## src/rtl/assert_monitor_array_if.sv

```systemverilog
// Assertion monitor bus.
// Groups the monitor controls (arm, per-channel cond/en, clear) and the
// recorded failure state (sticky flags, counts, first-failure record, timestamp).
//   master : drives arm/cond/en/clear, observes results
//   slave  : the monitor array itself
interface assert_monitor_array_if #(
  parameter int NUM_CH = 4,
  parameter int CNT_W  = 8,
  parameter int TS_W   = 32,
  parameter int CH_W   = (NUM_CH > 1) ? $clog2(NUM_CH) : 1
);
  logic                    arm;
  logic [NUM_CH-1:0]       cond;
  logic [NUM_CH-1:0]       en;
  logic                    clear;
  logic [NUM_CH-1:0]       fail_flags;
  logic                    fail_any;
  logic [NUM_CH*CNT_W-1:0] fail_cnt;
  logic                    first_valid;
  logic [CH_W-1:0]         first_ch;
  logic [TS_W-1:0]         first_ts;
  logic [TS_W-1:0]         cur_ts;

  modport master (
    output arm, cond, en, clear,
    input  fail_flags, fail_any, fail_cnt, first_valid, first_ch, first_ts, cur_ts
  );

  modport slave (
    input  arm, cond, en, clear,
    output fail_flags, fail_any, fail_cnt, first_valid, first_ch, first_ts, cur_ts
  );
endinterface

```

## src/rtl/assert_monitor_array.sv

```systemverilog
// Array of assertion monitors with grace filtering, sticky flags,
// saturating per-channel event counts and a first-failure record.
// Ports:
//   clock : sole clock, rising edge
//   reset : asynchronous active-high reset
//   bus   : assert_monitor_array_if.slave (arm/cond/en/clear in, failure state out)
//
// state    | meaning
// IDLE     | no failure recorded since reset/clear
// CAPTURED | first-failure record valid and frozen until clear
module assert_monitor_array #(
  parameter int NUM_CH = 4,
  parameter int GRACE  = 0,
  parameter int CNT_W  = 8,
  parameter int TS_W   = 32,
  localparam int CH_W  = (NUM_CH > 1) ? $clog2(NUM_CH) : 1
) (
  input  logic                  clock,
  input  logic                  reset,
  assert_monitor_array_if.slave bus
);
  typedef enum logic {IDLE, CAPTURED} state_t;

  state_t                  state_q;
  logic [NUM_CH-1:0]       viol;
  logic [NUM_CH-1:0]       evt;
  logic                    any_evt;
  logic [CH_W-1:0]         evt_ch;
  logic [7:0]              run_q [NUM_CH];
  logic [CNT_W-1:0]        cnt_q [NUM_CH];
  logic [NUM_CH-1:0]       flags_q;
  logic [TS_W-1:0]         ts_q;
  logic                    first_valid_q;
  logic [CH_W-1:0]         first_ch_q;
  logic [TS_W-1:0]         first_ts_q;
  logic [NUM_CH*CNT_W-1:0] cnt_packed;

  assign viol    = {NUM_CH{bus.arm}} & bus.en & ~bus.cond;
  assign any_evt = |evt;

  // Descending scan so the lowest violating channel wins.
  always_comb begin
    evt    = '0;
    evt_ch = '0;
    for (int i = NUM_CH - 1; i >= 0; i--) begin
      evt[i] = viol[i] && (run_q[i] == 8'(GRACE));
      if (evt[i]) evt_ch = CH_W'(i);
    end
  end

  // Run counters hold at GRACE so sustained violation keeps firing.
  always_ff @(posedge clock or posedge reset) begin
    if (reset) begin
      for (int i = 0; i < NUM_CH; i++) run_q[i] <= '0;
    end else begin
      for (int i = 0; i < NUM_CH; i++) begin
        if (!viol[i])                      run_q[i] <= '0;
        else if (run_q[i] != 8'(GRACE))    run_q[i] <= run_q[i] + 8'd1;
      end
    end
  end

  // An event in the same cycle as clear wins: flag set, count restarts at 1.
  always_ff @(posedge clock or posedge reset) begin
    if (reset) begin
      flags_q <= '0;
      for (int i = 0; i < NUM_CH; i++) cnt_q[i] <= '0;
    end else begin
      for (int i = 0; i < NUM_CH; i++) begin
        if (evt[i]) begin
          flags_q[i] <= 1'b1;
          if (bus.clear)            cnt_q[i] <= CNT_W'(1);
          else if (cnt_q[i] != '1) cnt_q[i] <= cnt_q[i] + CNT_W'(1);
        end else if (bus.clear) begin
          flags_q[i] <= 1'b0;
          cnt_q[i]   <= '0;
        end
      end
    end
  end

  always_ff @(posedge clock or posedge reset) begin
    if (reset) ts_q <= '0;
    else       ts_q <= ts_q + TS_W'(1);
  end

  always_ff @(posedge clock or posedge reset) begin
    if (reset) begin
      state_q       <= IDLE;
      first_valid_q <= 1'b0;
      first_ch_q    <= '0;
      first_ts_q    <= '0;
    end else begin
      case (state_q)
        IDLE: begin
          if (any_evt) begin
            state_q       <= CAPTURED;
            first_valid_q <= 1'b1;
            first_ch_q    <= evt_ch;
            first_ts_q    <= ts_q;
          end
        end
        CAPTURED: begin
          if (bus.clear) begin
            if (any_evt) begin
              first_ch_q <= evt_ch;
              first_ts_q <= ts_q;
            end else begin
              state_q       <= IDLE;
              first_valid_q <= 1'b0;
              first_ch_q    <= '0;
              first_ts_q    <= '0;
            end
          end
        end
        default: state_q <= IDLE;
      endcase
    end
  end

  always_comb begin
    cnt_packed = '0;
    for (int i = 0; i < NUM_CH; i++) cnt_packed[i*CNT_W +: CNT_W] = cnt_q[i];
  end

  assign bus.fail_flags  = flags_q;
  assign bus.fail_any    = |flags_q;
  assign bus.fail_cnt    = cnt_packed;
  assign bus.first_valid = first_valid_q;
  assign bus.first_ch    = first_ch_q;
  assign bus.first_ts    = first_ts_q;
  assign bus.cur_ts      = ts_q;

`ifndef SYNTHESIS
`ifndef PRINTF_COND
`define PRINTF_COND 1'b1
`endif
  always @(posedge clock) begin
    if (`PRINTF_COND && !reset) begin
      for (int i = 0; i < NUM_CH; i++)
        if (evt[i]) $display("assert_monitor_array: event ch=%0d ts=%0d", i, ts_q);
    end
  end
`endif
endmodule

```

## src/flat_wrapper.sv

```systemverilog
// flat-port wrapper written by rule: the top's interface ports become plain ports
module assert_monitor_array_flat 
#(
  parameter int NUM_CH = 4,
  parameter int GRACE  = 0,
  parameter int CNT_W  = 8,
  parameter int TS_W   = 32,
  localparam int CH_W  = (NUM_CH > 1) ? $clog2(NUM_CH) : 1
)
  (clock, reset, bus_arm, bus_cond, bus_en, bus_clear, bus_fail_flags, bus_fail_any, bus_fail_cnt, bus_first_valid, bus_first_ch, bus_first_ts, bus_cur_ts);
  assert_monitor_array_if #(.NUM_CH(NUM_CH), .CNT_W(CNT_W), .TS_W(TS_W)) bus_i ();
  input  logic clock;
  input  logic reset;
  input wire logic [$bits(bus_i.arm)-1:0] bus_arm;
  input wire logic [$bits(bus_i.cond)-1:0] bus_cond;
  input wire logic [$bits(bus_i.en)-1:0] bus_en;
  input wire logic [$bits(bus_i.clear)-1:0] bus_clear;
  output wire logic [$bits(bus_i.fail_flags)-1:0] bus_fail_flags;
  output wire logic [$bits(bus_i.fail_any)-1:0] bus_fail_any;
  output wire logic [$bits(bus_i.fail_cnt)-1:0] bus_fail_cnt;
  output wire logic [$bits(bus_i.first_valid)-1:0] bus_first_valid;
  output wire logic [$bits(bus_i.first_ch)-1:0] bus_first_ch;
  output wire logic [$bits(bus_i.first_ts)-1:0] bus_first_ts;
  output wire logic [$bits(bus_i.cur_ts)-1:0] bus_cur_ts;
  assign bus_i.arm = bus_arm;
  assign bus_i.cond = bus_cond;
  assign bus_i.en = bus_en;
  assign bus_i.clear = bus_clear;
  assign bus_fail_flags = bus_i.fail_flags;
  assign bus_fail_any = bus_i.fail_any;
  assign bus_fail_cnt = bus_i.fail_cnt;
  assign bus_first_valid = bus_i.first_valid;
  assign bus_first_ch = bus_i.first_ch;
  assign bus_first_ts = bus_i.first_ts;
  assign bus_cur_ts = bus_i.cur_ts;
  assert_monitor_array #(.NUM_CH(NUM_CH), .GRACE(GRACE), .CNT_W(CNT_W), .TS_W(TS_W)) u_core (.clock(clock), .reset(reset), .bus(bus_i));
endmodule
```

## config.mk

```make
export PLATFORM = sky130hd
export DESIGN_NAME = assert_monitor_array_flat
export DESIGN_NICKNAME = d
export VERILOG_FILES = /design/src/rtl/assert_monitor_array_if.sv /design/src/rtl/assert_monitor_array.sv /design/src/flat_wrapper.sv
export SDC_FILE = /design/constraint.sdc
export NUM_CORES = 1
export LEC_CHECK = 0
export ABC_CLOCK_PERIOD_IN_PS = 4470
export BUFFER_PORTS_ARGS = -buffer_cell sky130_fd_sc_hd__buf_2
export CORE_AREA = 2 2 105 208
export CTS_CLUSTER_SIZE = 28
export DETAILED_ROUTE_END_ITERATION = 10
export DIE_AREA = 0 0 107 210
export HOLD_SLACK_MARGIN = 0.06
export PLACE_DENSITY = 0.52
export SETUP_SLACK_MARGIN = 0.2
export SYNTH_ARGS = -nofsm -noshare
export SYNTH_HDL_FRONTEND = slang
export SYNTH_SLANG_ARGS = --single-unit
```

## constraint.sdc

```tcl
create_clock -name clock -period 4.47 [get_ports clock]
set_clock_uncertainty 0.1 [all_clocks]
set_input_delay 0.447 -clock clock [delete_from_list [all_inputs] [get_ports clock]]
set_output_delay 0.447 -clock clock [all_outputs]
set_load 0.05 [all_outputs]
```

# Yosys cells after proc, flatten, opt, wreduce, memory -nomap -nowiden
# Cells that the tools add are included.
[op_classes]
add_sub_neg = 9
n_reduce_logical = 28
bitwise_logic = 4
eq_ne = 11
muxes = 45
[ops]
columns = ["operator", "count"]
rows = [
  ["8-bit two-way mux", 21],
  ["32-bit two-way mux", 3],
  ["8-bit by 1-bit adder with 8-bit output, second input constant", 8],
  ["32-bit one-hot mux with 2 select lines", 1],
  ["32-bit by 1-bit adder with 32-bit output, second input constant", 1],
  ["8-bit zero test", 4],
  ["8-bit inequality test, second input constant", 4],
  ["8-bit nonzero test", 4],
  ["2-bit nonzero test", 8],
  ["2-bit two-way mux", 7],
  ["2-bit inequality test, second input constant", 6],
  ["1-bit two-way mux", 10],
  ["2-bit AND reduction", 5],
  ["4-bit AND", 2],
  ["4-bit OR reduction", 2],
  ["1-bit logical AND", 4],
  ["4-bit NOT", 1],
  ["1-bit one-hot mux with 2 select lines", 2],
  ["2-bit one-hot mux with 2 select lines", 1],
  ["3-bit AND reduction", 1],
  ["2-bit by 1-bit inequality test with 1-bit output, second input constant", 1],
  ["1-bit NOT", 1],
]
[word_totals]
input_bits = 12
register_bits = 136
wordCells = 114

# Logic depth before layout (Yosys ltp)
# Gate-level depths: netlist of the first run.
[depth]
depth_word = 10
depth_mapped = 10
ltp_nobuf = 7

# Worst setup path after synthesis of the first run
# No wires, ideal clock.
[synth_path]
path_type = "register to register"
from = "register u_core.ts_q[9], in the netlist u_core.bus.cur_ts[9]"
to = "register u_core.ts_q[22], in the netlist u_core.bus.cur_ts[22]"
n_path_buf = 1
t_arrival_ns = 1.874
path_slack_ns = 2.354
setup_ns = 0.143
path_stages_with_launch = 7
synth_period_minus_slack_ns = 2.116
path_cell_list = "dfrtp_1 > clkbuf_1 > and4_1 > nand4_1 > nor2_1 > nand4_1 > xnor2_1"
[synth_via]
elab_chain_len = 1
[synth_lines]
columns = ["element", "line_no", "source"]
rows = [
  ["start: declaration", "assert_monitor_array.sv:32", "logic [TS_W-1:0] ts_q;"],
  ["start signal: assignment", "assert_monitor_array.sv:84", "else ts_q <= ts_q + TS_W'(1);"],
  ["32-bit by 1-bit adder with 32-bit output", "assert_monitor_array.sv:84", ""],
]
# No other way between the ends.
# A chain may end at the register's enable or synchronous reset.

# Final worst setup path of the first run
[layout_path]
from = "register u_core.run_q[16] (netlist bit)"
to = "register u_core.first_ts_q[4], in the netlist u_core.bus.first_ts[4]"
[layout_via]
elab_chain_len = 6
word_cells_on_any_way = 8
[layout_lines]
columns = ["element", "line_no", "source"]
rows = [
  ["start: declaration", "assert_monitor_array.sv:29", "logic [7:0] run_q [NUM_CH];"],
  ["start signal: indexed assignment", "assert_monitor_array.sv:57", "if (!viol[i]) run_q[i] <= '0;"],
  ["8-bit zero test *", "assert_monitor_array.sv:46", "evt[i] = viol[i] && (run_q[i] == 8'(GRACE));"],
  ["1-bit logical AND *", "assert_monitor_array.sv:46", ""],
  ["4-bit OR reduction *", "assert_monitor_array.sv:39", "assign any_evt = |evt;"],
  ["32-bit two-way mux", "assert_monitor_array.sv:105", "if (any_evt) begin"],
  ["32-bit two-way mux", "assert_monitor_array.sv:104", "if (bus.clear) begin"],
  ["32-bit one-hot mux with 2 select lines", "assert_monitor_array.sv:94", "case (state_q)"],
  ["end signal: assignment", "assert_monitor_array.sv:100", "first_ts_q <= ts_q;"],
  ["end signal: assignment", "assert_monitor_array.sv:107", "first_ts_q <= ts_q;"],
  ["end: declaration", "assert_monitor_array.sv:35", "logic [TS_W-1:0] first_ts_q;"],
]
# Every way passes the cells marked *; elsewhere a longest branch is shown, timed or not. The select of a mux whose other input is x is not followed.

==> flow_summary.yaml, run 1 <==
grt:
  grt_use_total_pct: 14.9
  grt-ovfl-total: 0
  grt_max_degree: 94
  antenna_found_initial: 0
  grt_pass1_vias: 4807
  grt_pass1_wl_um: 25800
floorplanning:
  core_mm2: 0.0209
  start_util_pct: 29.4
  die_y_um: 210
  pin_count: 116
  core.rowCount: 75
  dieArea_mm2: 0.0225
  die_w_um: 107
sta:
  maxSlewViolCount: 0
  tightest_slew_ns: 0.871
  whs_ns: 0.0808
  hold_violations: 0
  timing.fmax_ghz: 0.391
  post-route-min-period_ns: 2.56
  setup_tns_ns: 0
  period_share_pct: 57.2
  rsz0062_at_grt: "false"
  setup_viol: 0
  relSlewSlack_pct: 41.9
cts:
  ctsHoldBuffers: 0
  cts_resized: 0
  clkSlewWorstSetupHoldPaths_ns: 0.06
  cts_htree_levels: 4
  cts_tree: "yes"
  post-cts-setup-buffers: 0
  numCtsBuffers: 17
  cts.sink_count: 136
  clock_latency_ns: 0.42
  clock_path_buffers: 2
  cts_root_buf: "clkbuf_16"
place:
  portBuffers: 115
  gp_congestion: 0.774
  dp_hpwl_um: 11100
  post_dp_cell_area_mm2: 0.00703
final_layout:
  final_cell_mix: "dfrtp_1, buf_2, nor2_1, xnor2_1, nand3_1"
  area_growth_pct: 24.3
  final_area_mm2: 0.00764
  antennaDiodeCount: 0
  drive_gt1_share_pct: 23.2
  layout_commonest_cell: "dfrtp_1"
  fillers: 2130
  final_core_util_pct: 36.5
  fin_nets: 716
synthesis:
  synthCells: 569
  synth-simple-area-share_pct: 20.6
  syn_avg_cell_area_um2: 10.8
  syn_nets: 594
  synth-seq-cells: 136
  synth_xor_area_share_pct: 11.0
  synthDistinctLibCells: 40
  synth_mux_area_share_pct: 0.346
  yosysSeqAreaShare_pct: 55.4
  syn_area_mm2: 0.00615
  synth_top_family_by_area: "simple AND/OR/NAND/NOR gates"
  synthAdderAreaFrac_pct: 2.65
  synth_compound_area_share_pct: 7.96
  ys_warn_count: 0
power:
  power.switching_mw: 0.751
  p_leak_nw: 3.70
  power.share.clock_pct: 49.4
  p_comb_share_pct: 7.8
  power_frac_seq_pct: 42.8
  vdd_drop_max_mv: 0.391
  swShare_pct: 25.3
  p_total_mw: 2.97
  cellPowerDensity_mw_per_mm2: 389
  p_int_mw: 2.22
setup_path:
  cpPeakStageDelay_ns: 0.41
  critPathRequiredTime_ns: 4.72
  critPathMaxFanout: 32
  worst_setup_path_end_kind: "flip-flop"
  critPathLaunchType: "flip-flop"
  crit_chain: "inv_1 > ha_1 > nor4b_2 > nand3b_1 > nand4_1 > and2_1 > buf_4 > a22o_1"
  cp_slowest_cell: "dfrtp_1"
  worstSetupStartpoint: "u_core.run_q[16]$_DFFE_PP0N_"
  r2r_slack_ns: 1.91
  path_class: "flip-flop to flip-flop"
  timing.rr.start: "u_core.run_q[16]$_DFFE_PP0N_"
  worst_ep_arrival_time_ns: 2.81
run:
  drv_cap: 0
min_path:
  hold_class: "primary input to async pin"
route:
  drcViolationCount: 0
  drt_iter0_markers: 138
  wl_um: 15700
  wl_per_cell_um: 16.2
  via_per_inst: 4.81
  vias: 4682
  dr.pass1.iters: 5
  drtAntennaViolNets: 0
outcome:
  status: "complete, no violations"
[cells in the mapped netlist (all sizes together)]
cell type	instances	area share [%]
mux2i	1	0.16
clkinv	1	0.061
nand3b	11	1.9
inv	15	0.92
and3	15	1.5
ha	13	2.6
nor4	11	1.1
nand2	38	2.3
dfrtp	136	55
a21bo	1	0.16
nor3b	4	0.49
a31oi	1	0.10
and4	4	0.57
o221ai	1	0.14
mux2	1	0.18
and2	1	0.10
xor2	31	4.4
o211ai	1	0.12
xnor2	46	6.6
or3	1	0.10
nor2	72	4.4
nand3	45	3.7
nand4	10	1.0
a22o	32	4.6
nand2b	4	0.41
nand4bb	1	0.18
a21o	3	0.37
a21oi	17	1.4
or4	2	0.24
nor3	13	1.1
nor4b	7	1.4
clkbuf	6	0.37
o21ai	12	0.98
buf	10	0.81
o2bb2ai	1	0.14
or2	1	0.10
[path summary, 6_finish.rpt]
check                                                           to  depth (start not counted)
worst max-delay path            u_core.bus.first_ts[4]$_DFFE_PP0P_                          8
worst min-delay path               u_core.bus.cur_ts[20]$_DFF_PP0_                          2
worst max register to register  u_core.bus.first_ts[4]$_DFFE_PP0P_                          8
worst min register to register  u_core.bus.first_ch[0]$_DFFE_PP0P_                          1
max in group asynchronous       u_core.bus.first_ts[5]$_DFFE_PP0P_                          3
min in group clock                    u_core.run_q[31]$_DFFE_PP0N_                          3
[power by group through the flow]
stage	combinational (mW)	clock (mW)	sequential, mW
after floorplan	0.0920	0	1.37
after global placement	0.236	0	1.30
after detailed placement	0.237	0	1.30
after CTS	0.238	1.51	1.27
after global routing	0.252	1.57	1.28
final	0.231	1.47	1.27
[cell families (layout without fill, tap and decap cells)]
family / Yosys count / after routing
buffers and inverters: 32 / 167
multiplexers: 2 / 2
AND/OR/NAND/NOR: 240 / 240
AO/OA/AOI/OAI: 69 / 69
XOR/XNOR: 77 / 77
adder cells (fa/ha/maj): 13 / 13
flip-flops: 136 / 136
[worst max-delay path, delay by kind of cell, from the launching register on]
family | cells | cell delay [ns]
adder cells (fa/ha/maj) | 1 | 0.14
AO/OA/AOI/OAI | 1 | 0.20
AND/OR/NAND/NOR | 4 | 1.22
flip-flops | 1 | 0.41
buffers and inverters | 2 | 0.42
[metal layers]
| metal | wire length, µm | track usage (%) |
|---|---|---|
| met1 | 6030 | 16.3 |
| met4 | 345 | 5.73 |
| met2 | 8660 | 26.8 |
| met3 | 686 | 4.05 |
| met5 | 0 | 0 |
[area by class of cell]
type / count / area [µm²] / share of cell area [%]
Sequential cell: 136 / 3400 / 44.5
Multi-Input combinational cell: 401 / 2620 / 34.2
Timing Repair Buffer: 119 / 606 / 7.92
Clock buffer: 21 / 470 / 6.15
Tap cell: 269 / 337 / 4.40
Clock inverter: 11 / 146 / 1.92
Inverter: 16 / 65.1 / 0.851
[registers in the layout, summed over array words and instances, names as in the netlist]
register,flops
u_core.bus.fail_cnt,32
u_core.bus.cur_ts,32
u_core.bus.fail_flags,4
u_core.bus.first_ts,32
u_core.state_q,1
u_core.bus.first_ch,2
u_core.bus.first_valid,1
u_core.run_q,32
[through the flow]
step	cells	worst slack, ns
2_1_floorplan	569	0.284
3_3_place_gp	941	1.86
3_5_place_dp	941	1.84
4_1_cts	973	1.87
5_1_grt	973	1.68
6_report	973	1.91
(Power assumes the default switching activity.)
==> run 2: changes to the inputs <==
Settings changed: ABC_AREA set to 1, ABC_CLOCK_PERIOD_IN_PS 4470 to 2680, CORE_AREA 2 2 105 208 to 2 2 111 221, DIE_AREA 0 0 107 210 to 0 0 113 223, PLACE_DENSITY 0.52 to 0.5.
Clock period 4.47 ns to 2.68 ns, I/O delays scaled along.
==> run 2 against run 1 <==
Net effect:
- the flow now finishes with violations (design-rule violations)
- worst hold slack better by 0.011 ns
- clock power is 65% higher
- core utilization is 0.51 points lower
- critical path type unchanged
- first-iteration DRC count is 150% higher
- critical endpoint is now u_core.bus.first_ch[0]$_DFFE_PP0P_
- maximum frequency is 12% higher
- flip-flop and latch count stayed put
- via count is 28% higher
- largest power group unchanged
- synthesized area is 13% higher
- critical path depth is 2 higher
- sequential share of layout area is 4.5 points lower
==> flow_summary.yaml, run 2 <==
cts:
  cts_htree_levels: 4
  numCtsBuffers: 17
  clkSlewWorstSetupHoldPaths_ns: 0.06
  cts_root_buf: "clkbuf_16"
  clock_latency_ns: 0.43
  cts.sink_count: 136
  clock_path_buffers: 2
  cts_tree: "yes"
  cts_resized: 0
floorplanning:
  pin_count: 116
  start_util_pct: 29.5
  die_y_um: 223
  dieArea_mm2: 0.0252
  core_mm2: 0.0236
  core.rowCount: 80
  die_w_um: 113
final_layout:
  drive_gt1_share_pct: 20.3
  fin_nets: 981
  layout_commonest_cell: "nand2_1"
  stdcell_count: 1256
  antennaDiodeCount: 0
  final_core_util_pct: 36.0
  final_area_mm2: 0.00851
  area_growth_pct: 22.0
  final_cell_mix: "nand2_1, dfrtp_1, buf_2, nand3_1, inv_1"
sta:
  setup_ws_ns: 0.392
  setup_viol: 0
  hold_violations: 0
  whs_ns: 0.0919
  relSlewSlack_pct: 27.4
  timing.fmax_ghz: 0.437
  tightest_slew_ns: 1.08
  rsz0062_at_grt: "true"
  setup_tns_ns: 0
  maxSlewViolCount: 0
  period_share_pct: 85.4
  post-route-min-period_ns: 2.29
route:
  via_per_inst: 4.78
  drt_iter0_markers: 343
  wl_per_cell_um: 14.5
  wl_um: 18200
  vias: 5999
  drcViolationCount: 8
  drtAntennaViolNets: 0
  dr.pass1.iters: 8
grt:
  met2_usage_pct: 23.9
  use_met3_pct: 5.46
  grt_use_total_pct: 15.2
  grt_pass1_wl_um: 30500
  grt_max_degree: 92
  grt-ovfl-total: 0
  antenna_found_initial: 0
  busiest_layer: "met2"
  grt_pass1_vias: 5916
  globalRouteMet1Util_pct: 19.1
power:
  p_leak_nw: 4.28
  p_int_mw: 3.70
  power_frac_seq_pct: 42.3
  vdd_drop_max_mv: 0.376
  swShare_pct: 26.3
  power.share.clock_pct: 48.2
  p_total_mw: 5.02
  power.switching_mw: 1.32
  p_comb_share_pct: 9.5
  cellPowerDensity_mw_per_mm2: 591
setup_path:
  cp_slowest_cell: "o21ai_4"
  crit_chain: "inv_1 > ha_1 > inv_1 > nor3_2 > nand3_2 > nand2_2 > o21ai_4 > nand2_1 > nand2_1 > nand2_1"
  r2r_end: "u_core.bus.first_ch[0]$_DFFE_PP0P_"
  critPathLaunchType: "flip-flop"
  critPathMaxFanout: 36
  timing.rr.start: "u_core.run_q[0]$_DFFE_PP0N_"
  path_class: "flip-flop to flip-flop"
  cp_common_cell: "nand2_1"
  worst_ep_arrival_time_ns: 2.50
  critPathRequiredTime_ns: 2.90
  cpPeakStageDelay_ns: 0.83
  worst_setup_path_end_kind: "flip-flop"
  r2r_slack_ns: 0.39
  worstRegToRegCells: 10
  worstSetupStartpoint: "u_core.run_q[0]$_DFFE_PP0N_"
min_path:
  hold_end: "u_core.run_q[21]$_DFFE_PP0N_"
  hold_depth: 4
  hp-start: "bus_cond[1]"
  hold_class: "primary input to flip-flop"
outcome:
  status: "finished, violations left"
  violations: "design-rule violations"
place:
  gp_congestion: 0.831
  dp_cells: 1220
  post-place-ws_ns: 0.370
  dp_hpwl_um: 13000
  post_dp_cell_area_mm2: 0.00786
  portBuffers: 115
synthesis:
  synth_top_area_share_pct: 48.8
  syn_nets: 854
  synth_top_family_by_area: "simple AND/OR/NAND/NOR gates"
  yosysSeqAreaShare_pct: 48.8
  syn_area_mm2: 0.00698
  synth_xor_area_share_pct: 4.27
  ys.flop_type: "dfrtp_1"
  synthAdderAreaFrac_pct: 2.33
  yosysMostFrequentCell: "nand2_1"
  synth_mux_area_share_pct: 0
  synth-seq-cells: 136
  ys_warn_count: 0
  synthDistinctLibCells: 39
  synthArstFlopShare_pct: 100
  synth_edf_count: 0
  synthTopCellsByArea: "dfrtp_1, nand2_1, nand3_1"
  synth-simple-area-share_pct: 31.5
  synthCells: 829
  synth_common_cells: "nand2_1, dfrtp_1, nand3_1"
  synth_area_leader_cell: "dfrtp_1"
  syn_avg_cell_area_um2: 8.41
  synth_compound_area_share_pct: 6.46
run:
  drv_cap: 0
[run 2: layer usage]
| layer | part of all wire, % | up-vias |
|---|---|---|
| li1 | - | 2995 |
| met1 | 44 | 2837 |
| met2 | 47 | 144 |
| met3 | 6.3 | 23 |
| met4 | 2.1 | 0 |
| met5 | 0 | - |
[run 2: logic make-up after synthesis]
| group | count (synthesis) |
|---|---|
| compound gates | 84 |
| xor+xnor | 34 |
| buf+inv | 112 |
| flops | 136 |
| simple gates | 450 |
| fa+ha+maj | 13 |
[run 2: how the worst max path moves through the flow]
| stage | depth (start not counted) | slack [ns] | end |
|---|---|---|---|
| 2_1_floorplan | 1 | 0.62 | u_core.bus.cur_ts[0]$_DFF_PP0_ |
| 3_3_place_gp | 10 | 0.40 | u_core.bus.first_ch[0]$_DFFE_PP0P_ |
| 3_5_place_dp | 10 | 0.37 | u_core.bus.first_ch[0]$_DFFE_PP0P_ |
| 4_1_cts | 10 | 0.35 | u_core.bus.first_ch[0]$_DFFE_PP0P_ |
| 5_1_grt | 9 | 0.11 | u_core.bus.first_ts[30]$_DFFE_PP0P_ |
| 6_report | 10 | 0.39 | u_core.bus.first_ch[0]$_DFFE_PP0P_ |
[run 2: what timing repair did]
action                                 in CTS  in global routing
hold buffers                                4                  0
endpoints found under the hold margin     146                  0
buffers inserted                            0                  0
setup endpoints to repair                   0                 17
[run 2: final cells by class]
type / instances / area (µm²)
fillers: 2441 / 15100
flip-flops and latches: 136 / 3400
multi-input cells: 581 / 3110
repair buffers: 124 / 666
clock buffers: 21 / 460
inverters: 96 / 364
well taps: 287 / 359
clock inverters: 11 / 146
[run 2: power by group through the flow]
stage          combinational, mW  sequential [mW]  clock, mW
4_1_cts                    0.488             2.13       2.51
3_5_place_dp               0.483             2.16          0
2_1_floorplan              0.228             2.29          0
6_report                   0.477             2.13       2.42
3_3_place_gp               0.482             2.16          0
5_1_grt                    0.523             2.13       2.59
[run 2: critical path, delay by kind of cell (launching register included)]
family | cells | cell delay (ns)
buffers and inverters | 2 | 0.14
adder cells (fa/ha/maj) | 1 | 0.19
AO/OA/AOI/OAI | 1 | 0.83
flip-flops | 1 | 0.37
AND/OR/NAND/NOR | 6 | 0.54
